`src/rtl/adc_capture_sequencer_pkg.sv`:
```
// Shared types and bit positions for the ADC capture sequencer:
// FSM state encoding, PS GPIO bus layout and CTRL register bit map.
package adc_capture_sequencer_pkg;

    typedef enum logic [1:0] {
        ST_IDLE     = 2'd0,
        ST_DELAY    = 2'd1,
        ST_CAPTURE  = 2'd2,
        ST_WAIT_REL = 2'd3
    } state_t;

    localparam int GPIO_ADDR_LSB = 0;
    localparam int GPIO_ADDR_W   = 16;
    localparam int GPIO_DATA_LSB = 16;
    localparam int GPIO_DATA_W   = 8;
    localparam int GPIO_WCLK_BIT = 24;

    localparam int CTRL_ENABLE  = 0;
    localparam int CTRL_SW_TRIG = 1;
    localparam int CTRL_ABORT   = 2;
    localparam int CTRL_CLEAR   = 3;

    // A programmed length of zero means a full 1024-word capture.
    function automatic logic [10:0] len_words(input logic [9:0] len);
        return (len == 10'd0) ? 11'd1024 : {1'b0, len};
    endfunction

endpackage

```
`src/rtl/adc_capture_sequencer_if.sv`:
```
// Capture-side signals between the sequencer (master) and the experiment
// FSM / readback FIFO / peak detector (slave).
interface adc_capture_sequencer_if;
    import adc_capture_sequencer_pkg::*;

    // buffer_valid is a write enable, not a stalled handshake: each cycle it is
    // high one ADC word is offered; if fifo_ready is low that word is lost and
    // the sticky overflow flag records it. buffer_valid never waits on ready.
    logic       fsm_trig;
    logic       fifo_ready;
    logic       buffer_valid;
    logic       scaler_run;
    logic       busy;
    logic       done;
    logic [3:0] status;
    state_t     dbg_state;

    modport master (
        input  fsm_trig, fifo_ready,
        output buffer_valid, scaler_run, busy, done, status, dbg_state
    );

    modport slave (
        output fsm_trig, fifo_ready,
        input  buffer_valid, scaler_run, busy, done, status, dbg_state
    );

endinterface

```
`src/rtl/gpio_reg_decoder.sv`:
```
// Turns the PS GPIO bus into register write strobes: w_clk is synchronised
// through two flops and each rising edge writes the addressed register.
module gpio_reg_decoder
    import adc_capture_sequencer_pkg::*;
#(
    parameter logic [15:0] DLY_REG_ADDR    = 16'h0010,
    parameter logic [15:0] LEN_LO_REG_ADDR = 16'h0011,
    parameter logic [15:0] LEN_HI_REG_ADDR = 16'h0012,
    parameter logic [15:0] CTRL_REG_ADDR   = 16'h0013
) (
    input  logic        i_clk,
    input  logic        i_rst,
    input  logic [31:0] i_gpio,
    output logic        o_wr_dly,
    output logic        o_wr_len_lo,
    output logic        o_wr_len_hi,
    output logic        o_wr_ctrl,
    output logic [7:0]  o_wdata
);

    logic [1:0]  r_sync;
    logic        r_wclk_d;
    logic        w_rise;
    logic [15:0] w_addr;
    logic        w_unused;

    always_ff @(posedge i_clk or negedge i_rst) begin
        if (!i_rst) begin
            r_sync   <= 2'b00;
            r_wclk_d <= 1'b0;
        end else begin
            r_sync   <= {r_sync[0], i_gpio[GPIO_WCLK_BIT]};
            r_wclk_d <= r_sync[1];
        end
    end

    // Address and data are held stable by software across the w_clk pulse.
    assign w_rise      = r_sync[1] & ~r_wclk_d;
    assign w_addr      = i_gpio[GPIO_ADDR_LSB +: GPIO_ADDR_W];
    assign o_wdata     = i_gpio[GPIO_DATA_LSB +: GPIO_DATA_W];
    assign o_wr_dly    = w_rise && (w_addr == DLY_REG_ADDR);
    assign o_wr_len_lo = w_rise && (w_addr == LEN_LO_REG_ADDR);
    assign o_wr_len_hi = w_rise && (w_addr == LEN_HI_REG_ADDR);
    assign o_wr_ctrl   = w_rise && (w_addr == CTRL_REG_ADDR);
    assign w_unused    = ^i_gpio[31:25];

endmodule

```
`src/rtl/adc_capture_sequencer.sv`:
```
// ADC capture sequencer: waits for an FSM or software trigger, counts out a
// programmable delay, then enables the ADC FIFO write for a fixed word count.
module adc_capture_sequencer
    import adc_capture_sequencer_pkg::*;
#(
    parameter logic [15:0] DLY_REG_ADDR    = 16'h0010,
    parameter logic [15:0] LEN_LO_REG_ADDR = 16'h0011,
    parameter logic [15:0] LEN_HI_REG_ADDR = 16'h0012,
    parameter logic [15:0] CTRL_REG_ADDR   = 16'h0013
) (
    input  logic                    clk,
    input  logic                    rst,
    input  logic [31:0]             gpio_in,
    adc_capture_sequencer_if.master cap
);

    logic       w_wr_dly, w_wr_len_lo, w_wr_len_hi, w_wr_ctrl;
    logic [7:0] w_wdata;
    logic       w_sw_trig, w_abort, w_clear, w_enable_now;
    logic       w_fsm_go, w_sw_go, w_accept, w_missed_set, w_bv;

    state_t      r_state;
    logic [10:0] r_cnt;
    logic [7:0]  r_dly;
    logic [9:0]  r_len;
    logic [9:0]  r_len_lat;
    logic        r_enable, r_src_fsm, r_missed, r_overflow, r_done;

    gpio_reg_decoder #(
        .DLY_REG_ADDR    (DLY_REG_ADDR),
        .LEN_LO_REG_ADDR (LEN_LO_REG_ADDR),
        .LEN_HI_REG_ADDR (LEN_HI_REG_ADDR),
        .CTRL_REG_ADDR   (CTRL_REG_ADDR)
    ) u_decoder (
        .i_clk       (clk),
        .i_rst       (rst),
        .i_gpio      (gpio_in),
        .o_wr_dly    (w_wr_dly),
        .o_wr_len_lo (w_wr_len_lo),
        .o_wr_len_hi (w_wr_len_hi),
        .o_wr_ctrl   (w_wr_ctrl),
        .o_wdata     (w_wdata)
    );

    assign w_sw_trig    = w_wr_ctrl && w_wdata[CTRL_SW_TRIG];
    assign w_abort      = w_wr_ctrl && w_wdata[CTRL_ABORT];
    assign w_clear      = w_wr_ctrl && w_wdata[CTRL_CLEAR];
    // A CTRL write carrying both enable and sw_trig arms and fires at once.
    assign w_enable_now = w_wr_ctrl ? w_wdata[CTRL_ENABLE] : r_enable;
    assign w_fsm_go     = (r_state == ST_IDLE) && w_enable_now && cap.fsm_trig;
    assign w_sw_go      = (r_state == ST_IDLE) && w_enable_now && w_sw_trig && !cap.fsm_trig;
    assign w_accept     = w_fsm_go || w_sw_go;
    assign w_missed_set = w_sw_trig && ((r_state != ST_IDLE) || !w_enable_now || cap.fsm_trig);
    assign w_bv         = (r_state == ST_CAPTURE);

    always_ff @(posedge clk or negedge rst) begin
        if (!rst) begin
            r_dly    <= 8'd0;
            r_len    <= 10'd0;
            r_enable <= 1'b0;
        end else begin
            if (w_wr_dly)    r_dly      <= w_wdata;
            if (w_wr_len_lo) r_len[7:0] <= w_wdata;
            if (w_wr_len_hi) r_len[9:8] <= w_wdata[1:0];
            if (w_wr_ctrl)   r_enable   <= w_wdata[CTRL_ENABLE];
        end
    end

    always_ff @(posedge clk or negedge rst) begin
        if (!rst) begin
            r_state   <= ST_IDLE;
            r_cnt     <= 11'd0;
            r_len_lat <= 10'd0;
            r_src_fsm <= 1'b0;
            r_done    <= 1'b0;
        end else begin
            r_done <= 1'b0;
            if (w_abort) begin
                r_state <= ST_IDLE;
            end else begin
                case (r_state)
                    ST_IDLE: if (w_accept) begin
                        r_src_fsm <= w_fsm_go;
                        r_len_lat <= r_len;
                        if (r_dly != 8'd0) begin
                            r_state <= ST_DELAY;
                            r_cnt   <= {3'b000, r_dly};
                        end else begin
                            r_state <= ST_CAPTURE;
                            r_cnt   <= len_words(r_len);
                        end
                    end
                    ST_DELAY: if (r_cnt == 11'd1) begin
                        r_state <= ST_CAPTURE;
                        r_cnt   <= len_words(r_len_lat);
                    end else begin
                        r_cnt <= r_cnt - 11'd1;
                    end
                    ST_CAPTURE: if (r_cnt == 11'd1) begin
                        r_done  <= 1'b1;
                        r_state <= r_src_fsm ? ST_WAIT_REL : ST_IDLE;
                    end else begin
                        r_cnt <= r_cnt - 11'd1;
                    end
                    ST_WAIT_REL: if (!cap.fsm_trig) r_state <= ST_IDLE;
                    default: r_state <= ST_IDLE;
                endcase
            end
        end
    end

    // Clear beats any same-cycle set.
    always_ff @(posedge clk or negedge rst) begin
        if (!rst) begin
            r_missed   <= 1'b0;
            r_overflow <= 1'b0;
        end else if (w_clear) begin
            r_missed   <= 1'b0;
            r_overflow <= 1'b0;
        end else begin
            if (w_missed_set)              r_missed   <= 1'b1;
            if (w_bv && !cap.fifo_ready)   r_overflow <= 1'b1;
        end
    end

    assign cap.buffer_valid = w_bv;
    assign cap.scaler_run   = w_bv && r_src_fsm;
    assign cap.busy         = (r_state != ST_IDLE);
    assign cap.done         = r_done;
    assign cap.status       = {r_src_fsm, r_missed, r_overflow, r_enable};
    assign cap.dbg_state    = r_state;

endmodule

```
`src/flat_wrapper.sv`:
```
// flat-port wrapper written by rule: the top's interface ports become plain ports
module adc_capture_sequencer_flat import adc_capture_sequencer_pkg::*;
#(
    parameter logic [15:0] DLY_REG_ADDR    = 16'h0010,
    parameter logic [15:0] LEN_LO_REG_ADDR = 16'h0011,
    parameter logic [15:0] LEN_HI_REG_ADDR = 16'h0012,
    parameter logic [15:0] CTRL_REG_ADDR   = 16'h0013
)
  (clk, rst, gpio_in, cap_fsm_trig, cap_fifo_ready, cap_buffer_valid, cap_scaler_run, cap_busy, cap_done, cap_status, cap_dbg_state);
  adc_capture_sequencer_if cap_i ();
  input  logic clk;
  input  logic rst;
  input  logic [31:0] gpio_in;
  input wire logic [$bits(cap_i.fsm_trig)-1:0] cap_fsm_trig;
  input wire logic [$bits(cap_i.fifo_ready)-1:0] cap_fifo_ready;
  output wire logic [$bits(cap_i.buffer_valid)-1:0] cap_buffer_valid;
  output wire logic [$bits(cap_i.scaler_run)-1:0] cap_scaler_run;
  output wire logic [$bits(cap_i.busy)-1:0] cap_busy;
  output wire logic [$bits(cap_i.done)-1:0] cap_done;
  output wire logic [$bits(cap_i.status)-1:0] cap_status;
  output wire logic [$bits(cap_i.dbg_state)-1:0] cap_dbg_state;
  assign cap_i.fsm_trig = cap_fsm_trig;
  assign cap_i.fifo_ready = cap_fifo_ready;
  assign cap_buffer_valid = cap_i.buffer_valid;
  assign cap_scaler_run = cap_i.scaler_run;
  assign cap_busy = cap_i.busy;
  assign cap_done = cap_i.done;
  assign cap_status = cap_i.status;
  assign cap_dbg_state = cap_i.dbg_state;
  adc_capture_sequencer #(.DLY_REG_ADDR(DLY_REG_ADDR), .LEN_LO_REG_ADDR(LEN_LO_REG_ADDR), .LEN_HI_REG_ADDR(LEN_HI_REG_ADDR), .CTRL_REG_ADDR(CTRL_REG_ADDR)) u_core (.clk(clk), .rst(rst), .gpio_in(gpio_in), .cap(cap_i));
endmodule
```
`config.mk`:
```
export PLATFORM = sky130hd
export DESIGN_NAME = adc_capture_sequencer_flat
export DESIGN_NICKNAME = d
export VERILOG_FILES = /design/src/rtl/adc_capture_sequencer_pkg.sv /design/src/rtl/adc_capture_sequencer_if.sv /design/src/rtl/gpio_reg_decoder.sv /design/src/rtl/adc_capture_sequencer.sv /design/src/flat_wrapper.sv
export SDC_FILE = /design/constraint.sdc
export NUM_CORES = 1
export LEC_CHECK = 0
export ABC_AREA = 1
export CAP_MARGIN = 30
export CORE_ASPECT_RATIO = 1.25
export CORE_MARGIN = 10
export CORE_UTILIZATION = 50
export DETAILED_ROUTE_END_ITERATION = 7
export GPL_ROUTABILITY_DRIVEN = 0
export PLACE_DENSITY = 0.83
export SKIP_CTS_REPAIR_TIMING = 1
export SYNTH_ARGS = -nofsm -noshare
export SYNTH_HDL_FRONTEND = slang
export SYNTH_SLANG_ARGS = --single-unit
```
`constraint.sdc`:
```
create_clock -name clk -period 2.74 [get_ports clk]
set_clock_uncertainty 0.1 [all_clocks]
set_input_delay 0.411 -clock clk [delete_from_list [all_inputs] [get_ports clk]]
set_output_delay 0.411 -clock clk [all_outputs]
set_load 0.005 [all_outputs]
```
==> results summary <==
The run finished with clean final reports. Setup repair after global routing left no endpoint under its margin. Of the total power, registers draw 36.5%.

The sequential cell area came out at 0.001226 mm^2. Of the post-synthesis cell area, the dominant cell type holds between 40% and 50%. The number of maximum-capacitance constraint violations is 0. Counting instances in the post-synthesis netlist gives the leading cell types as nand2_1 (138), dfrtp_1 (49), inv_1 (38), nor2_1 (31), o21ai_0 (29). The most used flip-flop cell after synthesis is dfrtp_1. The final route contains about 2600 vias. The synthesized netlist cell count is 390. The total clock buffers created by CTS is 5.

The layout overhead on the synthesized area came out at 16.63%. Dividing total power by cell area gives a power density of 729.7 mW/mm^2. After detailed routing, the met2 layer carries 3462 um of wire. The final number of setup-violating endpoints came out at 0. The highest metal layer carrying signal wires in the routed design is met4.

The top achievable clock speed came out at a little over 400 MHz. The net switching power of the design came out at 1.046 mW. The number of port buffers is 38. Yosys mapped a number of flops with a built-in enable equal to 0. The leftover overflow at the end of global routing came out at 0. For this run, asynchronously set or reset flops after synthesis account for 100.0%. The net switching fraction of the power came out at 42.55%. The floorplan row count is 30.

Detailed placement ended at an HPWL of 5114 um. The initial antenna violation count is 0. The share of post-route cells with drive strength above 1 is 8.899%. Clock tree synthesis selected as its root buffer the cell clkbuf_8. The total negative slack for setup checks came out at 0 ns. The pre-CTS worst setup slack came out at 0.3047 ns. Headroom to the max-slew limit came out at 59.46%.

Once the floorplan was initialized, standard cells occupied 52.36% of the core. The post-layout minimum cycle time came out at roughly 2.5 ns. The area of the mapped netlist is 0.002889 mm^2. The floorplan die area came out at 0.009238 mm^2. The count of synthesis-stage warnings from yosys came out at 0. Global routing consumed, over all layers together, 14.80% of the routing resources.

The layout has roughly 470 filler cells. The number of synthesized register bits is 49. The critical path capture point type is an output pin.

The floorplan step set the die width to 87.99 um. The deepest clock path buffer count came out at 2. The path class of the tightest hold or removal check is in -> async. The relative contribution of combinational cells to total power is 46.5%.

Along the worst path, the maximum fanout reaches 6. The core box area came out at 0.005518 mm^2. For this run, the detailed router's first-pass iteration total came to 4. The chip height came out at roughly 100 um. The first-pass GRT wire length is 11410 um. Yosys instantiated no cell more often than nand2_1.

The sum of met3 wire segment lengths after detailed routing came out at between 200 and 300 um. The aggregate routed wire length came out at 6638 um. The area of the multi-input gates came out at between 0.001 and 0.0015 mm^2. The clock latency on the worst-skew pair is 0.30 ns. The worst path arrival time is 1.94 ns.

The mean number of vias per cell is 5.218. The worst IR drop on VDD came out at 0.2754 mV. Clock-pin slew was measured on the worst setup and hold paths at about 0.090 ns. The register area share after synthesis is approximately 42%. The repair_antennas step left the layout with diodes totalling 0. The actual slew at the worst max-slew pin is 0.6081 ns.

The number of top-level pins came out at 46. The final number of hold-violating endpoints is 0. The count of routing violations after the opening detailed-route iteration came out at 150. The number of nets in the layout came out at 470. The worst setup path is of the reg -> out kind. The ratio of final minimum period to clock period is 89.42%. The number of slew-limit violations in the final report came to 0. The average instance in the mapped netlist occupies about 7.4 um^2.

Dividing the detail-routed wire length by the instance count gives 13.52 um. The clock network is responsible for 17.0% of the overall power. The largest net degree at the start of global routing is 50. The number of H-tree levels is 2. The clock sink count is roughly 50. Of all cell types, the one taking the most synthesized area is dfrtp_1. The post-synthesis net count came out at around 430. TritonCTS built the clock tree. In the final routing, the length of wire on met1 measures 2830 um. The number of different library cells in the post-synthesis netlist is 35.

The data required time of the worst path is about 2.2 ns. The final cell utilization of the core is 61.07%. After layout, the worst setup slack is 0.2899 ns. Once detail routing completed, the nets flagged for antenna violations numbered 0. After detailed routing, the number of remaining DRC violations is 0.

By area the synthesized netlist is led by dfrtp_1 (42%), nand2_1 (18%), o21ai_0 (5.0%). In this run the static leakage power is 1.696 nW. The via count of the first global-routing pass came out at ~2600. The internal power came out at between 1 and 1.5 mW. STA classifies the critical path startpoint as a register.
==> state kept, by name, summed over array words and instances, names as in the netlist, 2 cells and up <==
signal                   cells
u_core.r_cnt                11
u_core.r_len                10
u_core.r_len_lat            10
u_core.r_dly                 8
u_core.cap.dbg_state         2
u_core.u_decoder.r_sync      2
==> power by group through the flow <==
stage | clock, mW | combinational [mW] | sequential [mW]
floorplan | 0 | 0.861 | 0.884
global placement | 0 | 1.10 | 0.904
detailed placement | 0 | 1.13 | 0.907
CTS | 0.430 | 1.14 | 0.893
global route | 0.459 | 1.29 | 0.905
finish | 0.418 | 1.14 | 0.897
==> metrics by stage <==
step	power, mW	instance area (um^2)	hold slack [ns]	instances
floorplan	1.745	2889	0.01541	390
global placement	2.003	3289	0.2426	483
detailed placement	2.038	3289	0.2403	483
CTS	2.463	3369	0.1198	491
global route	2.651	3369	0.1432	491
finish	2.459	3369	0.09888	491
==> placed cells by master, fill, tap and decap left out <==
cell	count
a21oi_1	8
nand3_1	16
clkbuf_1	3
nand3b_1	2
a22oi_1	1
nand2_2	7
nor3_1	3
a211oi_1	1
o21ai_0	29
or2_2	2
o21ai_1	7
inv_1	38
o22ai_1	2
nand4_1	6
xnor2_1	1
a31oi_1	1
a21oi_2	2
clkbuf_8	5
buf_4	2
nor3b_1	1
o21bai_1	1
a21oi_4	1
nor2_2	5
dfrtp_1	49
inv_2	3
nor3_4	1
ha_1	8
clkdlybuf4s50_1	37
nor2_1	31
buf_2	1
nor4_1	3
xor2_1	3
nand3_2	5
nand4_2	1
nor2_4	3
nand2_1	138
==> final cells by class <==
cell class / count / area share [%]
multi-input cells: 289 / 42.70
flip-flops and latches: 49 / 36.39
repair buffers: 40 / 11.59
inverters: 41 / 4.567
clock buffers: 8 / 2.377
well taps: 64 / 2.377
==> critical path: stages (launching register included) <==
cell and delay, ns:
dfrtp_1 0.46, inv_1 0.14, ha_1 0.31, nand2_1 0.14, inv_1 0.07, clkdlybuf4s50_1 0.50
==> logic make-up (layout without fill, tap and decap cells) <==
kind of cell	count (synthesis)	in the layout	synth area share, %
compound gates	53	53	10.22
xor+xnor	4	4	1.213
fa+ha+maj	8	8	3.465
buf+inv	52	89	7.752
flops	49	49	42.44
simple gates	224	224	34.91
==> metal layers <==
layer  vias up  global-route usage, %
li1       1308                      -
met1      1198                  17.03
met2        50                  25.88
met3         6                  3.263
met4         0                  4.909
met5         -                      0
==> path summary, 6_finish.rpt <==
| kind | start | end | slack [ns] | depth (start not counted) |
|---|---|---|---|---|
| hold / removal | rst | u_core.r_cnt[4] | 0.1 | 2 |
| setup reg to reg | u_core.cap.dbg_state[0] | u_core.r_cnt[4] | 0.56 | 9 |
| hold reg to reg | u_core.u_decoder.r_sync[0] | u_core.u_decoder.r_sync[1] | 0.26 | 0 |
| max in group asynchronous | rst | u_core.u_decoder.r_wclk_d | 2.03 | 2 |
| min in group clk | u_core.u_decoder.r_sync[0] | u_core.u_decoder.r_sync[1] | 0.26 | 0 |
| setup / recovery | u_core.cap.dbg_state[0] | cap_scaler_run | 0.29 | 5 |
(Power assumes the default switching activity.)
